[src/rtl/uart_tx_lite_pkg.sv]
// ----------------------------------------------------------------------------
// uart_tx_lite_pkg
// Shared definitions for the console UART transmitter:
//   - register offsets, decoded from addr[3:2]
//   - STATUS register bit positions
//   - shifter FSM state encoding
//   - eff_div(): maps the programmed divisor to clocks per bit (0 acts as 1)
// ----------------------------------------------------------------------------
package uart_tx_lite_pkg;

   // Register offsets (word index, addr[3:2])
   localparam logic [1:0] REG_TXDATA = 2'd0;
   localparam logic [1:0] REG_STATUS = 2'd1;
   localparam logic [1:0] REG_DIV    = 2'd2;
   localparam logic [1:0] REG_RSVD   = 2'd3;

   // STATUS bit positions
   localparam int STAT_FULL      = 0;
   localparam int STAT_EMPTY     = 1;
   localparam int STAT_BUSY      = 2;
   localparam int STAT_COUNT_LSB = 8;

   // Shifter FSM states
   typedef enum logic [1:0] {
      IDLE  = 2'd0,
      START = 2'd1,
      DATA  = 2'd2,
      STOP  = 2'd3
   } tx_state_e;

   // A programmed divisor of 0 would never let the baud counter expire
   // usefully, so it is run as 1 clock per bit.
   function automatic logic [15:0] eff_div(input logic [15:0] div);
      return (div == 16'd0) ? 16'd1 : div;
   endfunction

endpackage

[src/rtl/uart_tx_fifo.sv]
// ----------------------------------------------------------------------------
// uart_tx_fifo
// Synchronous byte FIFO with show-ahead read data: o_data always presents the
// oldest entry, and i_pop retires it at the clock edge.
// Ports:
//   i_clk, i_rst    clock, asynchronous active-high reset (empties the FIFO)
//   i_push, i_data  write one byte (ignored when full)
//   i_pop,  o_data  retire the head entry (ignored when empty) / head entry
//   o_full, o_empty occupancy flags, derived from the registered count
//   o_count         number of stored entries, 0..DEPTH
// ----------------------------------------------------------------------------
module uart_tx_fifo #(
   parameter int DEPTH = 16
) (
   input  logic                       i_clk,
   input  logic                       i_rst,
   input  logic                       i_push,
   input  logic [7:0]                 i_data,
   input  logic                       i_pop,
   output logic [7:0]                 o_data,
   output logic                       o_full,
   output logic                       o_empty,
   output logic [$clog2(DEPTH):0]     o_count
);

   localparam int AW = $clog2(DEPTH);
   localparam int CW = AW + 1;
   localparam logic [CW-1:0] FULL_CNT = CW'(DEPTH);

   logic [7:0]    r_mem [DEPTH];
   logic [AW-1:0] r_wr_ptr;
   logic [AW-1:0] r_rd_ptr;
   logic [CW-1:0] r_count;

   logic w_push;
   logic w_pop;

   assign o_full  = (r_count == FULL_CNT);
   assign o_empty = (r_count == '0);
   assign o_count = r_count;
   assign o_data  = r_mem[r_rd_ptr];

   assign w_push = i_push & ~o_full;
   assign w_pop  = i_pop  & ~o_empty;

   // Storage is not reset: reset only clears the pointers and count,
   // which is enough to discard the contents.
   always_ff @(posedge i_clk) begin
      if (w_push) begin
         r_mem[r_wr_ptr] <= i_data;
      end
   end

   // DEPTH is a power of two, so the pointers wrap naturally.
   always_ff @(posedge i_clk or posedge i_rst) begin
      if (i_rst) begin
         r_wr_ptr <= '0;
         r_rd_ptr <= '0;
         r_count  <= '0;
      end else begin
         if (w_push) begin
            r_wr_ptr <= r_wr_ptr + 1'b1;
         end
         if (w_pop) begin
            r_rd_ptr <= r_rd_ptr + 1'b1;
         end
         case ({w_push, w_pop})
            2'b10:   r_count <= r_count + 1'b1;
            2'b01:   r_count <= r_count - 1'b1;
            default: r_count <= r_count;
         endcase
      end
   end

endmodule

[src/rtl/uart_tx_lite.sv]
// ----------------------------------------------------------------------------
// uart_tx_lite
// Memory-mapped console UART transmitter. Byte writes to TXDATA are queued in
// a FIFO and sent as 8N1 frames on txd_o. Firmware polls STATUS and sets the
// bit period through DIV.
// Parameters:
//   FIFO_DEPTH  TX FIFO entries (power of two, 2..256)
//   DIV_RESET   reset value of the DIV register (clocks per bit)
// Ports:
//   clk_i, rst_i        clock, asynchronous active-high reset
//   mem_d_addr_i        byte address, only [3:2] decoded
//   mem_d_data_wr_i     write data
//   mem_d_rd_i          read request
//   mem_d_wr_i          byte write strobes (non-zero = write)
//   mem_d_req_tag_i     request tag
//   mem_d_accept_o      request accepted this cycle
//   mem_d_ack_o         response valid (one cycle after acceptance)
//   mem_d_error_o       response error, qualified by ack
//   mem_d_resp_tag_o    echoed tag, qualified by ack
//   mem_d_data_rd_o     read data, qualified by ack
//   txd_o               serial output, idle high
// Handshake: a request is taken in any cycle where (rd | |wr) & accept is
// high; its response (ack + error/tag/data) is presented for exactly the
// following cycle. Accept only drops for a TXDATA write while the FIFO is full.
// ----------------------------------------------------------------------------
module uart_tx_lite
   import uart_tx_lite_pkg::*;
#(
   parameter int          FIFO_DEPTH = 16,
   parameter logic [15:0] DIV_RESET  = 16'd4
) (
   input  logic        clk_i,
   input  logic        rst_i,
   input  logic [31:0] mem_d_addr_i,
   input  logic [31:0] mem_d_data_wr_i,
   input  logic        mem_d_rd_i,
   input  logic [3:0]  mem_d_wr_i,
   input  logic [10:0] mem_d_req_tag_i,
   output logic        mem_d_accept_o,
   output logic        mem_d_ack_o,
   output logic        mem_d_error_o,
   output logic [10:0] mem_d_resp_tag_o,
   output logic [31:0] mem_d_data_rd_o,
   output logic        txd_o
);

   localparam int CW = $clog2(FIFO_DEPTH) + 1;

   // ---------------------------------------------------------------- decode
   logic          w_is_wr;
   logic          w_req;
   logic [1:0]    w_off;
   logic          w_txdata_wr;
   logic          w_take;
   logic          w_push;
   logic          w_pop;
   logic [31:0]   w_status;
   logic [31:0]   w_rd_data;
   logic [7:0]    w_count8;

   logic [7:0]    w_fifo_data;
   logic          w_fifo_full;
   logic          w_fifo_empty;
   logic [CW-1:0] w_fifo_count;

   logic          w_baud_done;
   logic          w_unused_bits;

   // ------------------------------------------------------------- registers
   logic          r_ack;
   logic          r_err;
   logic [10:0]   r_tag;
   logic [31:0]   r_rdata;
   logic [15:0]   r_div;

   tx_state_e     r_state;
   logic          r_txd;
   logic [15:0]   r_baud_cnt;
   logic [15:0]   r_div_act;
   logic [2:0]    r_bit_cnt;
   logic [7:0]    r_shift;

   assign w_is_wr     = |mem_d_wr_i;
   assign w_req       = mem_d_rd_i | w_is_wr;
   assign w_off       = mem_d_addr_i[3:2];
   assign w_txdata_wr = w_is_wr && (w_off == REG_TXDATA);

   // Back-pressure uses the registered full flag, so a pop in the same cycle
   // does not open a slot for this push.
   assign mem_d_accept_o = ~(w_txdata_wr & w_fifo_full);
   assign w_take         = w_req & mem_d_accept_o;
   assign w_push         = w_take & w_txdata_wr & mem_d_wr_i[0];

   // Bits of the bus not used by this register map.
   assign w_unused_bits = ^{mem_d_addr_i[31:4], mem_d_addr_i[1:0],
                            mem_d_data_wr_i[31:16]};

   // ------------------------------------------------------------------ FIFO
   uart_tx_fifo #(
      .DEPTH (FIFO_DEPTH)
   ) u_fifo (
      .i_clk   (clk_i),
      .i_rst   (rst_i),
      .i_push  (w_push),
      .i_data  (mem_d_data_wr_i[7:0]),
      .i_pop   (w_pop),
      .o_data  (w_fifo_data),
      .o_full  (w_fifo_full),
      .o_empty (w_fifo_empty),
      .o_count (w_fifo_count)
   );

   // --------------------------------------------------------- read datapath
   // The count field is 8 bits wide; only a 256-deep FIFO can exceed it, and
   // its full flag still reports that case.
   assign w_count8 = 8'(w_fifo_count);

   always_comb begin
      w_status                 = '0;
      w_status[STAT_FULL]      = w_fifo_full;
      w_status[STAT_EMPTY]     = w_fifo_empty;
      w_status[STAT_BUSY]      = (r_state != IDLE);
      w_status[STAT_COUNT_LSB +: 8] = w_count8;
   end

   always_comb begin
      w_rd_data = '0;
      case (w_off)
         REG_STATUS: w_rd_data = w_status;
         REG_DIV:    w_rd_data = {16'h0000, r_div};
         default:    w_rd_data = '0;
      endcase
   end

   // ------------------------------------------------------ response registers
   always_ff @(posedge clk_i or posedge rst_i) begin
      if (rst_i) begin
         r_ack   <= 1'b0;
         r_err   <= 1'b0;
         r_tag   <= '0;
         r_rdata <= '0;
      end else begin
         r_ack <= w_take;
         if (w_take) begin
            r_tag   <= mem_d_req_tag_i;
            r_err   <= (w_off == REG_RSVD);
            // A request with both rd and wr is a write; writes return 0.
            r_rdata <= w_is_wr ? 32'h0 : w_rd_data;
         end else begin
            r_err   <= 1'b0;
            r_rdata <= '0;
         end
      end
   end

   assign mem_d_ack_o      = r_ack;
   assign mem_d_error_o    = r_err;
   assign mem_d_resp_tag_o = r_tag;
   assign mem_d_data_rd_o  = r_rdata;

   // ------------------------------------------------------------ DIV register
   always_ff @(posedge clk_i or posedge rst_i) begin
      if (rst_i) begin
         r_div <= DIV_RESET;
      end else if (w_take && w_is_wr && (w_off == REG_DIV)) begin
         if (mem_d_wr_i[0]) begin
            r_div[7:0] <= mem_d_data_wr_i[7:0];
         end
         if (mem_d_wr_i[1]) begin
            r_div[15:8] <= mem_d_data_wr_i[15:8];
         end
      end
   end

   // ----------------------------------------------------------------- shifter
   assign w_baud_done = (r_baud_cnt == 16'd0);

   // A new byte is taken from IDLE, or in the final STOP cycle so that
   // consecutive frames run with no idle gap.
   assign w_pop = ~w_fifo_empty &
                  ((r_state == IDLE) || ((r_state == STOP) && w_baud_done));

   // The divisor is latched at each start bit; a DIV write mid-frame only
   // changes the next frame.
   always_ff @(posedge clk_i or posedge rst_i) begin
      if (rst_i) begin
         r_state    <= IDLE;
         r_txd      <= 1'b1;
         r_baud_cnt <= '0;
         r_div_act  <= 16'd1;
         r_bit_cnt  <= '0;
         r_shift    <= '0;
      end else begin
         case (r_state)
            IDLE: begin
               r_txd <= 1'b1;
               if (w_pop) begin
                  r_state    <= START;
                  r_txd      <= 1'b0;
                  r_shift    <= w_fifo_data;
                  r_div_act  <= eff_div(r_div);
                  r_baud_cnt <= eff_div(r_div) - 16'd1;
               end
            end

            START: begin
               if (w_baud_done) begin
                  r_state    <= DATA;
                  r_txd      <= r_shift[0];
                  r_shift    <= {1'b0, r_shift[7:1]};
                  r_bit_cnt  <= '0;
                  r_baud_cnt <= r_div_act - 16'd1;
               end else begin
                  r_baud_cnt <= r_baud_cnt - 16'd1;
               end
            end

            DATA: begin
               if (w_baud_done) begin
                  r_baud_cnt <= r_div_act - 16'd1;
                  if (r_bit_cnt == 3'd7) begin
                     r_state <= STOP;
                     r_txd   <= 1'b1;
                  end else begin
                     r_txd     <= r_shift[0];
                     r_shift   <= {1'b0, r_shift[7:1]};
                     r_bit_cnt <= r_bit_cnt + 3'd1;
                  end
               end else begin
                  r_baud_cnt <= r_baud_cnt - 16'd1;
               end
            end

            STOP: begin
               if (w_baud_done) begin
                  if (w_pop) begin
                     r_state    <= START;
                     r_txd      <= 1'b0;
                     r_shift    <= w_fifo_data;
                     r_div_act  <= eff_div(r_div);
                     r_baud_cnt <= eff_div(r_div) - 16'd1;
                  end else begin
                     r_state <= IDLE;
                     r_txd   <= 1'b1;
                  end
               end else begin
                  r_baud_cnt <= r_baud_cnt - 16'd1;
               end
            end

            default: begin
               r_state <= IDLE;
               r_txd   <= 1'b1;
            end
         endcase
      end
   end

   assign txd_o = r_txd;

endmodule

[config.mk]
export PLATFORM = sky130hd
export DESIGN_NAME = uart_tx_lite
export DESIGN_NICKNAME = d
export VERILOG_FILES = /design/src/rtl/uart_tx_lite_pkg.sv /design/src/rtl/uart_tx_fifo.sv /design/src/rtl/uart_tx_lite.sv
export SDC_FILE = /design/constraint.sdc
export NUM_CORES = 1
export LEC_CHECK = 0
export BUFFER_PORTS_ARGS = -buffer_cell sky130_fd_sc_hd__buf_2
export CORE_MARGIN = 1.5
export CORE_UTILIZATION = 58
export CTS_CLUSTER_SIZE = 16
export DETAILED_ROUTE_END_ITERATION = 10
export GPL_TIMING_DRIVEN = 0
export PLACE_DENSITY = 0.79
export SETUP_SLACK_MARGIN = 0.15
export SLEW_MARGIN = 5
export SYNTH_ARGS = -nofsm -noshare
export SYNTH_HDL_FRONTEND = slang
export SYNTH_SLANG_ARGS = --single-unit
[constraint.sdc]
create_clock -name clk_i -period 3.8 [get_ports clk_i]
set_input_delay 0.76 -clock clk_i [delete_from_list [all_inputs] [get_ports clk_i]]
set_output_delay 0.76 -clock clk_i [all_outputs]
set_load 0.005 [all_outputs]
# After elaboration in Yosys (flattened, before gate mapping)
# Memories as Yosys holds them, arrays and structs flattened.
# Index checks and enable logic that the tools add are counted.
[op_classes]
n_lt_le_gt_ge = 0
add_sub_neg = 8
n_bitwise = 11
muxes = 38
reduce_logical = 23
shifts = 0
n_eq_ne = 16
n_div = 0
multipliers = 0
[op_table]
columns = ["operator", "n"]
rows = [
  ["$mux 16", 6],
  ["$mux 32", 2],
  ["$pmux 16 s2", 2],
  ["$pmux 16 s3", 1],
  ["$sub 16x1->16 const B", 3],
  ["$mux 8", 5],
  ["$logic_not 16->1", 2],
  ["$pmux 8 s4", 1],
  ["$eq 2x2->1 const B", 5],
  ["$mux 2", 5],
  ["$ne 2x2->1 const B", 5],
  ["$pmux 5 s2", 1],
  ["$mux 1", 9],
  ["$mux 3", 3],
  ["$add 4x1->4 const B", 2],
  ["$pmux 2 s4", 1],
  ["$reduce_and 4->1", 2],
  ["$reduce_bool 2->1", 4],
  ["$and 1x1->1", 7],
  ["$eq 2x1->1 const B", 3],
  ["$pmux 3 s2", 1],
  ["$reduce_and 2->1", 3],
  ["$add 5x1->5 const B", 1],
  ["$eq 5x5->1 const B", 1],
  ["15 further kinds", 21],
]
[totals]
ff_bits = 120
latch_bits = 0
n_memories = 1
ramBits = 128
romBits = 0
[mem_list]
columns = ["name", "depth", "word_bits", "rd", "rd_ports_with_merged_regs", "wr", "line_no", "text"]
rows = [
  ["u_fifo.r_mem", 16, 8, 1, 0, 1, "uart_tx_fifo.sv:30", "logic [7:0] r_mem [DEPTH];"],
]

# Depth between registers and ports, before layout
# Gate-level depths: netlist of run 1.
[depth]
depth_word = 10
depth_mapped = 17

# Modules after synthesis
# From an unflattened synthesis of run 1, not the netlist that was laid out.
[hier_totals]
cells_unflattened = 867
hier_area_um2 = 10939.2
[modules_own_cells]
columns = ["module", "seq_area_each_um2", "area_per_inst_um2", "n_inst", "cells_each"]
rows = [
  ["uart_tx_fifo", 4169.0, 5796.8, 1, 333],
  ["uart_tx_lite", 2280.9, 5142.4, 1, 534],
]

# Worst setup path after synthesis of run 1
# Ideal clock, no wire load.
[synth_path]
path_kind = "register to register"
startpoint = "register r_baud_cnt[0]"
endpoint = "register u_fifo.r_count[4] (netlist: u_fifo.o_count[4])"
n_path_buf = 2
t_required_ns = 3.677
stages_incl_launch_ff = 18
setup_slack_ns = 0.761
arrival_time_ns = 2.916
period_less_slack_ns = 3.039
setup_ns = 0.123
cell_sequence = "dfrtp_1 -> inv_1 -> ha_1 -> nor4b_2 -> nand4_4 -> o22a_1 -> buf_6 -> inv_2 -> buf_2 -> ha_1 -> inv_1 -> fa_1 -> inv_1 -> a21o_1 -> a21oi_1 -> xnor2_1 -> nor2_1 -> xnor2_1"
[synth_via]
elab_chain_cells = 7
[synth_rtl]
columns = ["element", "line_no", "text"]
rows = [
  ["start: declaration", "uart_tx_lite.sv:78", "logic [15:0] r_baud_cnt;"],
  ["start signal: assignment", "uart_tx_lite.sv:202", "r_baud_cnt <= eff_div(r_div) - 16'd1;"],
  ["start signal: assignment", "uart_tx_lite.sv:212", "r_baud_cnt <= r_div_act - 16'd1;"],
  ["start signal: assignment", "uart_tx_lite.sv:214", "r_baud_cnt <= r_baud_cnt - 16'd1;"],
  ["$logic_not 16->1 *", "uart_tx_lite.sv:176", "assign w_baud_done = (r_baud_cnt == 16'd0);"],
  ["$logic_and 1x1->1 *", "uart_tx_lite.sv:181", "((r_state == IDLE) || ((r_state == STOP) && w_baud_done));"],
  ["$logic_or 1x1->1 *", "uart_tx_lite.sv:181", ""],
  ["$and 1x1->1 *", "uart_tx_lite.sv:180", "assign w_pop = ~w_fifo_empty &"],
  ["$and 1x1->1 *", "uart_tx_fifo.sv:44", "assign w_pop = i_pop & ~o_empty;"],
  ["named net u_fifo.w_pop", "uart_tx_fifo.sv:36", "logic w_pop;"],
  ["$eq 2x1->1 / $eq 2x2->1 (equally long branches)", "uart_tx_fifo.sv:67", "case ({w_push, w_pop})"],
  ["$pmux 5 s2 / $reduce_bool 2->1 (equally long branches)", "n/a", ""],
  ["end signal: assignment", "uart_tx_fifo.sv:68", "2'b10: r_count <= r_count + 1'b1;"],
  ["end signal: assignment", "uart_tx_fifo.sv:69", "2'b01: r_count <= r_count - 1'b1;"],
  ["end signal: assignment", "uart_tx_fifo.sv:70", "default: r_count <= r_count;"],
  ["end: declaration", "uart_tx_fifo.sv:33", "logic [CW-1:0] r_count;"],
]
# Mark *: on every way through the listed nets, which the timed path passes. The rest lies on a longest branch.
# A chain may end at the register's enable or synchronous reset.

# Worst setup path in the final report of run 1
[layout_path]
startpoint = "register r_baud_cnt[12]"
endpoint = "register u_fifo.r_count[4] (netlist: u_fifo.o_count[4])"
# The elaborated chain is that of the path after synthesis.

==> metrics, run 1 <==
maximum fanout along the worst path 10; Multi-input gate area 4040 sq um; max_slew headroom 0.125; Final Max Tran Viols 0; Max clock buf depth 3; Post-DRT Antenna Nets 0; pwr/cell area around 770 nW/um^2; Required @ worst endpoint 4.20 ns; Critical Path AT 3.84 ns; Worst Tran Pin Value 1.30 ns; Hold Fails Final Rpt 0; largest net degree at the start of global routing 66; vias in the first global route 7073; DR pass1 iterations 8; Die H between 100 and 150 um; final setup vio count 0; fin nets between 1k and 1.5k; Seq cells post-synth 232; EDFF count, synth 128; row count 49; Ports 129; P_leak 4.83 nW; status complete, but fails checks; CP Launch Type flop; P&R area growth vs syn 13.8%; clk_lat worst skew 0.51 ns; most common cell in the netlist edfxtp_1; DRT iter0 DRCs 544; skew final ~0.014 ns; placed inst area ~12000 sq um; Mapped Cells 815; register area 6450 sq um; post-route minimum period 3.44 ns; DRC Markers 1; Commonest cells post-synth edfxtp_1, dfrtp_1, nor2_1, mux2_2, nand2_1; post-synthesis cell type count 66; total gr overflow 0; placer congestion estimate 0.859; CTS tree yes; Inserted Clock Buffers 24; Max-Cap Viols 0; Synth top area share 0.355; CP endpoint kind flop; per-cell routed wire length 20.6 um; Ys Warns 0; post-route cell area between 10000 and 15000 sq um; RSZ-0062 raised after global routing no; Worst-path clk slew 0.06 ns; Starting Density 0.596; H-tree levels 1; core area 18100 sq um; synthesized area per cell 13.3 sq um; Fill cells 1257; Final Power around 9.4 mW; failing checks DRC; path type of the worst setup path reg2reg; Max VDD drop slightly above 0.5 mV; Synth area leaders edfxtp_1, dfrtp_1, mux2_2; crit share post-route 0.905; prevailing post-synth register cell edfxtp_1; mapped cell area 10800 sq um; die area 19500 sq um; Buffers on Ports 66; r2r worst-path depth 15; first-pass GRT wire length slightly below 40000 um; hpwl dp 16600 um; Hold WC Path Type in2async; clock sink total 232; vias per inst 5.98; share of cells above drive strength 1 0.233; DRT Wirelength 24100 um; Root Driver clkbuf_16; sequential fraction of the synthesis area 0.596; Die Width 140 um; global router's overall resource usage 0.254; Fmax 291 MHz; Vias 7009; Async S/R FF share, synth 0.448; # diodes 0; initial antenna violation count 0; CTS Hold Bufs 0; cell taking the most area after synthesis edfxtp_1
state kept, by name (all words and copies together), names as in the netlist:
name / flops
mem_d_ack_o: 1
mem_d_data_rd_o: 16
mem_d_error_o: 1
mem_d_resp_tag_o: 11
r_baud_cnt: 16
r_bit_cnt: 3
r_div: 16
r_div_act: 16
r_shift: 8
r_state: 2
txd_o: 1
u_fifo.o_count: 5
u_fifo.r_mem: 128
u_fifo.r_rd_ptr: 4
u_fifo.r_wr_ptr: 4
layout by cell type, fill, tap and decap left out, types with 22 or more instances in the layout:
cell,count
a21oi_1,29
buf_2,76
clkbuf_1,27
clkbuf_16,25
dfrtp_1,101
edfxtp_1,128
ha_1,23
inv_1,23
mux2_2,44
mux2i_1,25
mux4_2,22
nand2_1,36
nor2_1,76
xnor2_1,24
path summary, 6_finish.rpt:
path,slack [ns],to,startpoint
max in group asynchronous,2.62,txd_o,rst_i
max,0.36,u_fifo.o_count[4],r_baud_cnt[12]
min reg2reg,0.48,txd_o,txd_o
min in group clk_i,0.47,r_div[11],mem_d_data_wr_i[11]
min,0.40,mem_d_resp_tag_o[3],rst_i
max reg2reg,0.36,u_fifo.o_count[4],r_baud_cnt[12]
report_power, final:
| group | internal [mW] | leakage, nW | switching [mW] | total [mW] |
|---|---|---|---|---|
| Clock | 1.29 | 0.370 | 0.930 | 2.22 |
| Combinational | 1.60 | 2.03 | 2.13 | 3.74 |
| Sequential | 3.07 | 2.43 | 0.411 | 3.48 |
| Total | 5.96 | 4.83 | 3.47 | 9.44 |
repair_timing:
| action | 4_1_cts | 5_1_grt |
|---|---|---|
| buffers inserted | 0 | 3 |
| resized for setup | 2 | 4 |
| pin swaps | 0 | 1 |
| endpoints found under the setup margin | 1 | 1 |
| hold endpoints to repair | 0 | 0 |
kinds of logic (layout without fill, tap and decap cells):
group | after synthesis | count (layout) | share of synthesized area
buffers and inverters | 81 | 195 | 0.0370
DFF | 232 | 232 | 0.596
xor gates and xnor gates | 45 | 45 | 0.0364
AOI/OAI and AO/OA | 137 | 137 | 0.0885
and+or+nand+nor | 202 | 202 | 0.0958
other | 1 | 16 | 0.000347
muxes | 92 | 92 | 0.116
adders and majority gates | 25 | 25 | 0.0296
critical path, stage by stage, from the launching register on:
cell and delay, ns:
dfrtp_1 0.43, nor3_1 0.54, nand4_4 0.23, o22a_1 0.24, buf_6 0.15, inv_4 0.11, buf_8 0.18, ha_2 0.24
inv_1 0.09, fa_1 0.41, inv_1 0.09, a21o_1 0.13, a21oi_1 0.08, xnor2_1 0.17, nor2_1 0.08, xnor2_1 0.13
per-layer routing:
layer	vias to the layer above	GRT usage	routed length, um
met4	0	0.0665	539
li1	3220	-	-
met1	3458	0.354	10100
met2	285	0.427	12000
met5	-	0	0
met3	46	0.0344	1500
stage by stage:
step                      hold slack [ns]  worst slack [ns]  cells  TNS, ns   util
after CTS                           0.430             0.150   1170        0  0.676
after global placement              0.472            -0.955   1125   -95.24  0.633
after detailed placement            0.471            0.0373   1126        0  0.634
final                               0.404             0.362   1173        0  0.678
after floorplan                     0.467             0.313    830        0      -
after global routing                0.470             0.194   1173        0  0.678
area by class of cell:
| cell class | count | area share |
|---|---|---|
| clock buffers | 33 | 0.0541 |
| well taps | 229 | 0.0233 |
| repair buffers | 70 | 0.0303 |
| multi-input cells | 517 | 0.328 |
| clock inverters | 11 | 0.00651 |
| plain buffers | 56 | 0.0257 |
| flip-flops and latches | 232 | 0.524 |
| inverters | 25 | 0.00803 |
Power figures use the tool's default switching activity.
==> run 2: changes to the inputs <==
--- a/config.mk
+++ b/config.mk
@@ -5,15 +5,16 @@
 export SDC_FILE = /design/constraint.sdc
 export NUM_CORES = 1
 export LEC_CHECK = 0
+export ABC_AREA = 1
 export BUFFER_PORTS_ARGS = -buffer_cell sky130_fd_sc_hd__buf_2
 export CORE_MARGIN = 1.5
-export CORE_UTILIZATION = 58
+export CORE_UTILIZATION = 59
 export CTS_CLUSTER_SIZE = 16
 export DETAILED_ROUTE_END_ITERATION = 10
 export GPL_TIMING_DRIVEN = 0
-export PLACE_DENSITY = 0.79
-export SETUP_SLACK_MARGIN = 0.15
-export SLEW_MARGIN = 5
+export PLACE_DENSITY = 0.8
+export SETUP_SLACK_MARGIN = 0.02
+export SLEW_MARGIN = 30
 export SYNTH_ARGS = -nofsm -noshare
 export SYNTH_HDL_FRONTEND = slang
 export SYNTH_SLANG_ARGS = --single-unit
==> run 2 against run 1 <==
Against the previous run: the flow now finishes without violations; sequential power fell by 2%; routed wire length is 14% higher; largest power group unchanged; utilization up 1.1 points; clock-buffer cell count increased by 4; via count up 28%; first-iteration DRC count is 88% higher; setup slack improved by 0.31 ns; highest routed layer unchanged; combinational power grew 11%; maximum frequency is 9.8% higher; cell count grew 32%.
==> metrics, run 2 <==
Hold Fails Final Rpt 0; max_slew headroom 0.398; vias in the first global route 8786; non-filler instance count after layout roughly 1.6k; DRC Markers 0; placed inst area 12000 sq um; Ys Warns 0; Top reg by flops u_fifo.r_mem; Starting Density 0.602; DRT Wirelength 27500 um; pwr/cell area 782 nW/um^2; cell taking the most area after synthesis edfxtp_1; placed instance count 1508; r2r endpoint u_fifo.o_count[4]; Reg power frac 0.340; post-route cell area roughly 13000 sq um; Worst-path clk slew roughly 0.06 ns; Logic pwr share 0.414; Mapped Cells 1192; maximum fanout along the worst path 10; Inserted Clock Buffers 25; Worst Tran Pin Value 0.898 ns; initial antenna violation count 0; Fmax 319 MHz; Max VDD drop 0.425 mV; final setup vio count 0; FF-to-FF Start r_baud_cnt[0]; core area roughly 19000 sq um; mapped cell area 11300 sq um; most frequent cells in the layout nand2_1, nor2_1, edfxtp_1, o21ai_0, dfrtp_1; Commonest cells post-synth nand2_1, nor2_1, edfxtp_1, o21ai_0, dfrtp_1; CP Launch Type flop; Die H roughly 140 um; max reg flops roughly 130; post-CTS sizing 0; vias per inst 5.76; Max-Cap Viols 0; EDFF count, synth 128; Internal slightly below 6 mW; most common cell after layout, fill and taps aside nand2_1; R2R Setup Slk between 0.6 and 0.7 ns; crit share post-route 0.824; Vias 8949; CP endpoint kind flop; row count 50; total gr overflow 0; path type of the worst setup path reg2reg; Fill cells 1329; Required @ worst endpoint 4.25 ns; Ports roughly 130; share of cells above drive strength 1 0.161; die area 19900 sq um; first-pass GRT wire length 44400 um; sequential fraction of the synthesis area 0.573; Root Driver clkbuf_16; status finished clean; Post-Place Setup Slack 0.273 ns; Post-CTS Setup Bufs 0; CTS Hold Bufs 0; # diodes 0; switching part of the total 0.414; DRT iter0 DRCs 1022; Die Width 141 um; PnR worst setup slack 0.668 ns; global router's overall resource usage 0.284; Final Max Tran Viols 0; prevailing post-synth register cell edfxtp_1; Synth area leaders edfxtp_1, dfrtp_1, nand2_1; Switch Pwr approximately 4.2 mW; Worst Hold Slack 0.294 ns; placer congestion estimate 0.920; post-synthesis cell type count 47; CTS tree yes; Seq cells post-synth 232; largest net degree at the start of global routing 62; r2r worst-path depth 20; post-route minimum period ~3.1 ns; final core utilization 0.689; Synth top area share 0.341; Post-DRT Antenna Nets 0; per-cell routed wire length 17.7 um; Clock power frac 0.247; fin nets 1408; synthesized area per cell 9.45 sq um; Max clock buf depth 3; clk_lat worst skew 0.53 ns; hpwl dp 18800 um; P_leak 5.53 nW; Buffers on Ports 66; DR pass1 iterations 6; H-tree levels 1; Hold WC Path Type in2async; Critical Path AT 3.59 ns; RSZ-0062 raised after global routing no; clock sink total 232; most common cell in the netlist nand2_1; P&R area growth vs syn 14.5%; Async S/R FF share, synth 0.448; skew final 0.00941 ns
[run 2: critical path, stage by stage (launching register included)]
cell,delay [ns]
dfrtp_1,0.40
inv_1,0.18
ha_1,0.19
nand3_1,0.10
nor2_2,0.12
nand3_1,0.13
nand2_1,0.13
nand2_4,0.11
inv_4,0.10
buf_4,0.19
ha_1,0.28
inv_1,0.11
fa_1,0.36
inv_1,0.09
a21oi_1,0.07
nor2_1,0.08
nor2_1,0.05
nand2_1,0.05
nand2_1,0.05
nor2_1,0.11
xor2_1,0.15
[run 2: layout make-up]
cell class	count	area, sq um	area share
sequential	232	6450	0.500
clock buffer	37	742	0.0575
clock inverter	9	110	0.00854
tap	234	293	0.0227
multi-input combinational	822	4230	0.328
timing repair buffer	67	358	0.0278
inverter	92	357	0.0277
buffer	61	358	0.0278
[run 2: layer usage]
metal / share of wire / wire (um) / GRT usage / vias up
li1: - / - / - / 4204
met1: 0.41 / 11400 / 0.391 / 4242
met2: 0.47 / 13000 / 0.466 / 439
met3: 0.092 / 2520 / 0.0469 / 64
met4: 0.023 / 626 / 0.0877 / 0
met5: 0 / 0 / 0 / -
[run 2: how the worst max path moves through the flow]
stage / startpoint / to / cells past startpoint
4_1_cts: r_baud_cnt[0] / u_fifo.o_count[4] / 20
3_3_place_gp: rst_i / r_shift[6] / 2
6_report: r_baud_cnt[0] / u_fifo.o_count[4] / 20
3_5_place_dp: mem_d_addr_i[2] / u_fifo.o_count[4] / 19
2_1_floorplan: rst_i / mem_d_ack_o / 1
5_1_grt: r_baud_cnt[0] / u_fifo.o_count[4] / 20
[run 2: per-stage QoR]
stage | TNS (ns) | total power [mW]
floorplan | 0 | 6.33
global placement | -94.04 | 7.28
detailed placement | 0 | 7.46
CTS | 0 | 10.0
global route | 0 | 10.7
finish | 0 | 10.1
[run 2: logic make-up after synthesis]
group	Yosys count	share of synthesized area
AOI/OAI and AO/OA	211	0.108
xor gates and xnor gates	27	0.0210
muxes	1	0.000999
other	1	0.000333
DFF	232	0.573
buffers and inverters	153	0.0630
adders and majority gates	25	0.0284
and+or+nand+nor	542	0.205
[run 2: power by group through the flow]
stage	clock, mW	sequential, mW	combinational [mW]
global route	2.60	3.47	4.65
global placement	0	3.44	3.84
finish	2.49	3.42	4.17
detailed placement	0	3.45	4.02
CTS	2.49	3.41	4.10
floorplan	0	3.37	2.96
